--- config.mk ---
export PLATFORM = sky130hd
export DESIGN_NAME = ifid_queue
export DESIGN_NICKNAME = d
export VERILOG_FILES = /design/src/rtl/ifid_queue.sv
export SDC_FILE = /design/constraint.sdc
export NUM_CORES = 1
export LEC_CHECK = 0
export CAP_MARGIN = 15
export CORE_UTILIZATION = 44
export CTS_CLUSTER_DIAMETER = 100
export DETAILED_ROUTE_END_ITERATION = 6
export GPL_TIMING_DRIVEN = 0
export PLACE_DENSITY = 0.78
export SKIP_CTS_REPAIR_TIMING = 1
export SYNTH_ARGS = -nofsm -noshare
export SYNTH_HDL_FRONTEND = slang
export SYNTH_SLANG_ARGS = --single-unit
--- constraint.sdc ---
create_clock -name clk_in -period 15.1 [get_ports clk_in]
set_input_delay 4.53 -clock clk_in [delete_from_list [all_inputs] [get_ports clk_in]]
set_output_delay 4.53 -clock clk_in [all_outputs]
set_load 0.01 [all_outputs]
--- src/rtl/ifid_queue.sv ---
// IF/ID fetch queue: DEPTH-entry circular buffer of {pc, instr} with valid/ready on both sides,
// whole-queue flush and a NOP bubble when empty. Define IFID_QUEUE_BYPASS_EN for a zero-latency empty path.
module ifid_queue #(
    parameter int                 WIDTH     = 32,
    parameter int                 DEPTH     = 2,
    parameter logic [WIDTH-1:0]   NOP_INSTR = 'h00000013
) (
    input  logic                       clk_in,
    input  logic                       rst_in,
    input  logic                       flush_in,
    input  logic                       in_valid_in,
    output logic                       in_ready_out,
    input  logic [WIDTH-1:0]           pc_in,
    input  logic [WIDTH-1:0]           instr_in,
    output logic                       out_valid_out,
    input  logic                       out_ready_in,
    output logic [WIDTH-1:0]           pc_out,
    output logic [WIDTH-1:0]           instr_out,
    output logic [$clog2(DEPTH):0]     count_out
);

    localparam int PW = $clog2(DEPTH);
    localparam int CW = PW + 1;

    logic [WIDTH-1:0] pc_mem    [DEPTH];
    logic [WIDTH-1:0] instr_mem [DEPTH];
    logic [PW-1:0]    rd_ptr;
    logic [PW-1:0]    wr_ptr;
    logic [CW-1:0]    count;

    logic has_data;
    logic bypass;
    logic consumed;
    logic push;
    logic pop;

    assign has_data     = (count != '0);
    // Ready looks only at registered occupancy, so a pop never frees a slot in the same cycle.
    assign in_ready_out = (count < CW'(DEPTH));

`ifdef IFID_QUEUE_BYPASS_EN
    assign bypass = !has_data && in_valid_in && !flush_in;
`else
    assign bypass = 1'b0;
`endif

    // A bypassed entry taken by decode in the same cycle never touches storage.
    assign consumed = bypass && out_ready_in;
    assign push     = in_valid_in && in_ready_out && !flush_in && !consumed;
    assign pop      = has_data && out_ready_in && !flush_in;

    assign out_valid_out = has_data || bypass;
    assign count_out     = count;

    // NOTE: every output gets its default before the conditional overrides, so no latch is inferred.
    always_comb begin
        pc_out    = '0;
        instr_out = NOP_INSTR;
        if (has_data) begin
            pc_out    = pc_mem[rd_ptr];
            instr_out = instr_mem[rd_ptr];
        end else if (bypass) begin
            pc_out    = pc_in;
            instr_out = instr_in;
        end
    end

    // NOTE: sequential state uses non-blocking assignments so every register samples pre-edge values.
    always_ff @(posedge clk_in or negedge rst_in) begin
        if (!rst_in) begin
            rd_ptr <= '0;
            wr_ptr <= '0;
            count  <= '0;
        end else if (flush_in) begin
            rd_ptr <= '0;
            wr_ptr <= '0;
            count  <= '0;
        end else begin
            if (push) begin
                wr_ptr <= wr_ptr + PW'(1);
            end
            if (pop) begin
                rd_ptr <= rd_ptr + PW'(1);
            end
            case ({push, pop})
                2'b10:   count <= count + CW'(1);
                2'b01:   count <= count - CW'(1);
                default: count <= count;
            endcase
        end
    end

    // NOTE: entry storage has no reset; occupancy and pointers alone decide what is visible.
    always_ff @(posedge clk_in) begin
        if (push) begin
            pc_mem[wr_ptr]    <= pc_in;
            instr_mem[wr_ptr] <= instr_in;
        end
    end

    occupancy_bounded: assert property (@(posedge clk_in) disable iff (!rst_in) count <= CW'(DEPTH));

endmodule

==> results.md <==
- Run status: finished, final reports clean
- Reg area: 3940 sq um
- RSZ-0062 raised after global routing: no
- VDD IR max: 0.0000707 V
- Fraction of registers with async set/reset: 3.03%
- Post-Synth XOR/XNOR Area: 0.347%
- Initial DRC Count: 106
- Post-synthesis simple-gate area fraction: 6.07%
- H-tree depth: 4
- Highest metal used: met4
- Period utilisation layout: 44.5%
- Largest net degree at the start of global routing: 17
- Synth Flop Type: edfxtp_1
- Final worst path period need: 6.72 ns
- CP startpoint kind: register
- Antenna violations before repair: 0
- Fin Setup TNS: 0 ns
- Syn_nets: 361
- PD cells: 127 nW/um^2
- WL final: 9860 um
- EDFF count, synth: 128
- CTS Buffer Depth: 2
- Max-slew violations: 0
- CP max FO: 10
- Num CTS Buffers: 17
- Starting density of the core: 45.8%
- Post-Syn Area: 5050 sq um
- Arrival time worst endpoint: 2.19 ns
- Power share of the clock group: 43.6%
- Hold/Removal Path Class: register to register
- Post-route insts no fill: 610
- Synth cell types: 22
- DRT antenna net count: 0
- First-pass GRT wire length: 14900 um
- Port bufs: 136
- WL met1: 3790 um
- Post-synth top area share: 76.1%
- Die height: 109 um
- Final Util: 66.3%
- Clk sink count: 132
- Die area: 11900 sq um
- Setup slack, reg-to-reg: 12.83 ns
- Sw Share: 20.2%
- Fillers: 797
- Post-Place Cells: 578
- Layout Skew: 0.00941 ns
- GR Overflow Total: 0
- Wire length on met2: 5410 um
- Root buffer cell: clkbuf_16
- Ant. Diodes: 0
- IO Pins: 137
- Number of remaining DRC errors: 0
- Yosys top cell by area: edfxtp_1
- Core area: 11000 sq um
- # rows: 38
- Synthesized flop and latch total: 132
- Multi-input logic area: 1010 sq um
- Synth Warn #: 0
- Setup slack after layout: 8.38 ns
- Worst-Skew Late Latency: 0.40 ns
- Net Sw Power: 187 uW
- CP Data Required Time: 10.57 ns
- Final net count: 526
- CP Capture Type: primary output
- CTS clk-pin slew, worst paths: 0.06 ns
- Pre-antenna DRT Iters: 4
- Worst slew pin tran: 1.04 ns
- Max-cap violations: 0
- Vias per cell: 4.85
- Slew HR: 30.1%
- Mux contribution to synthesized area: 13.0%
- RD Place Congestion: 0.708
- Pre-CTS setup slack: 8.28 ns
- Drt wl/cell: 16.2 um
- Final hold viol count: 0
- Vias in the first global route: 3062
- Ranking of synthesized cells by area: edfxtp_1 76%, mux2i_1 13%, nor2_1 4.7%, dfrtp_1 2.0%, buf_6 1.1%
- Synth Area in Adders: 0%
- Hpwl dp: 7140 um
- Power Internal: 742 uW
- Compound-gate portion of the synthesized area: 0.470%
- CTS tree: done
- Comb pwr share: 10.9%
- Share of cells above drive strength 1: 12.3%
- Gr usage total: 17.6%
- Leakage: 2.48 nW
- WL met3: 572 um
- Top-count cell post-synth: edfxtp_1
- Die Wd: 109 um
- Syn Inst Count: 292
- FMAX: 149 MHz
- Design Power: 930 uW
- Largest family of logic cells by synthesized area: multiplexers
- Vias: 2960
- Crit Path Class: register to primary output
- Syn-to-layout area delta: 44.7%
- Sequential fraction of the synthesis area: 78.0%
- Synth top cells by count: 128 x edfxtp_1, 64 x mux2i_1, 63 x nor2_1, 7 x buf_2, 5 x buf_6
- Sequential power share: 45.5%
- Final setup fails: 0
- Syn_area_per_cell: 17.3 sq um
layout make-up:
type	count	share of cell area (%)
plain buffers	13	1.35
clock buffers	23	6.40
clock inverters	9	1.76
inverters	2	0.103
multi-input cells	145	13.9
flip-flops and latches	132	53.9
well taps	140	2.40
repair buffers	146	20.2
routing by layer:
metal / vias to the layer above / global-route usage [%]
li1: 1418 / -
met1: 1440 / 19.3
met2: 94 / 31.4
met3: 8 / 5.62
met4: 0 / 6.95
met5: - / 0
placed cells by master, fill, tap and decap left out, drive strengths merged:
cell,count
a21oi,2
mux2i,64
nand2,4
and2b,1
clkinvlp,2
o21ai,2
nor2b,1
clkbuf,23
nor2,64
nor3,1
inv,2
mux2,1
nand2b,2
edfxtp,128
nor3b,1
dfrtp,4
bufinv,3
clkinv,4
xor2,2
clkdlybuf4s50,136
buf,23
path summary, 6_finish.rpt:
check,startpoint,endpoint,cells past startpoint
hold / removal,wr_ptr$_DFFE_PN0P_,wr_ptr$_DFFE_PN0P_,2
hold reg to reg,wr_ptr$_DFFE_PN0P_,wr_ptr$_DFFE_PN0P_,2
max in group asynchronous,rst_in,rd_ptr$_DFFE_PN0P_,1
setup reg to reg,count_out[1]$_DFFE_PN0P_,pc_mem[1][28]$_DFFE_PP_,4
min in group asynchronous,rst_in,count_out[0]$_DFFE_PN0P_,1
setup / recovery,count_out[1]$_DFFE_PN0P_,pc_out[19],4
power groups by stage:
stage	Sequential [mW]	Clock [mW]	Combinational, mW
floorplan	0.432	0	0.0440
global placement	0.433	0	0.0962
detailed placement	0.430	0	0.102
CTS	0.423	0.413	0.103
global route	0.424	0.430	0.109
finish	0.423	0.405	0.101
logic make-up (layout without fill, tap and decap cells):
logic type	count (synthesis)	count (layout)
XOR/XNOR	2	2
buffers and inverters	15	193
AND/OR/NAND/NOR	74	74
AO/OA/AOI/OAI	4	4
flip-flops	132	132
multiplexers	65	65
stage by stage:
stage	hold WS, ns	area (sq um)
2_1_floorplan	0.519	5050
3_3_place_gp	0.538	6590
3_5_place_dp	0.602	6720
4_1_cts	0.614	7310
5_1_grt	0.650	7310
6_report	0.609	7310
registers in the layout (all words and copies together) (netlist names):
register	count
rd_ptr	1
instr_mem	64
count_out	2
pc_mem	64
wr_ptr	1
worst max-delay path, stage by stage, from the launching register on:
cell             delay (ns)
dfrtp_1                0.45
nor2_2                 0.43
buf_2                  0.31
nor2_1                 0.08
clkdlybuf4s50_1        0.52
No activity file was read; power rests on OpenSTA's default activity.
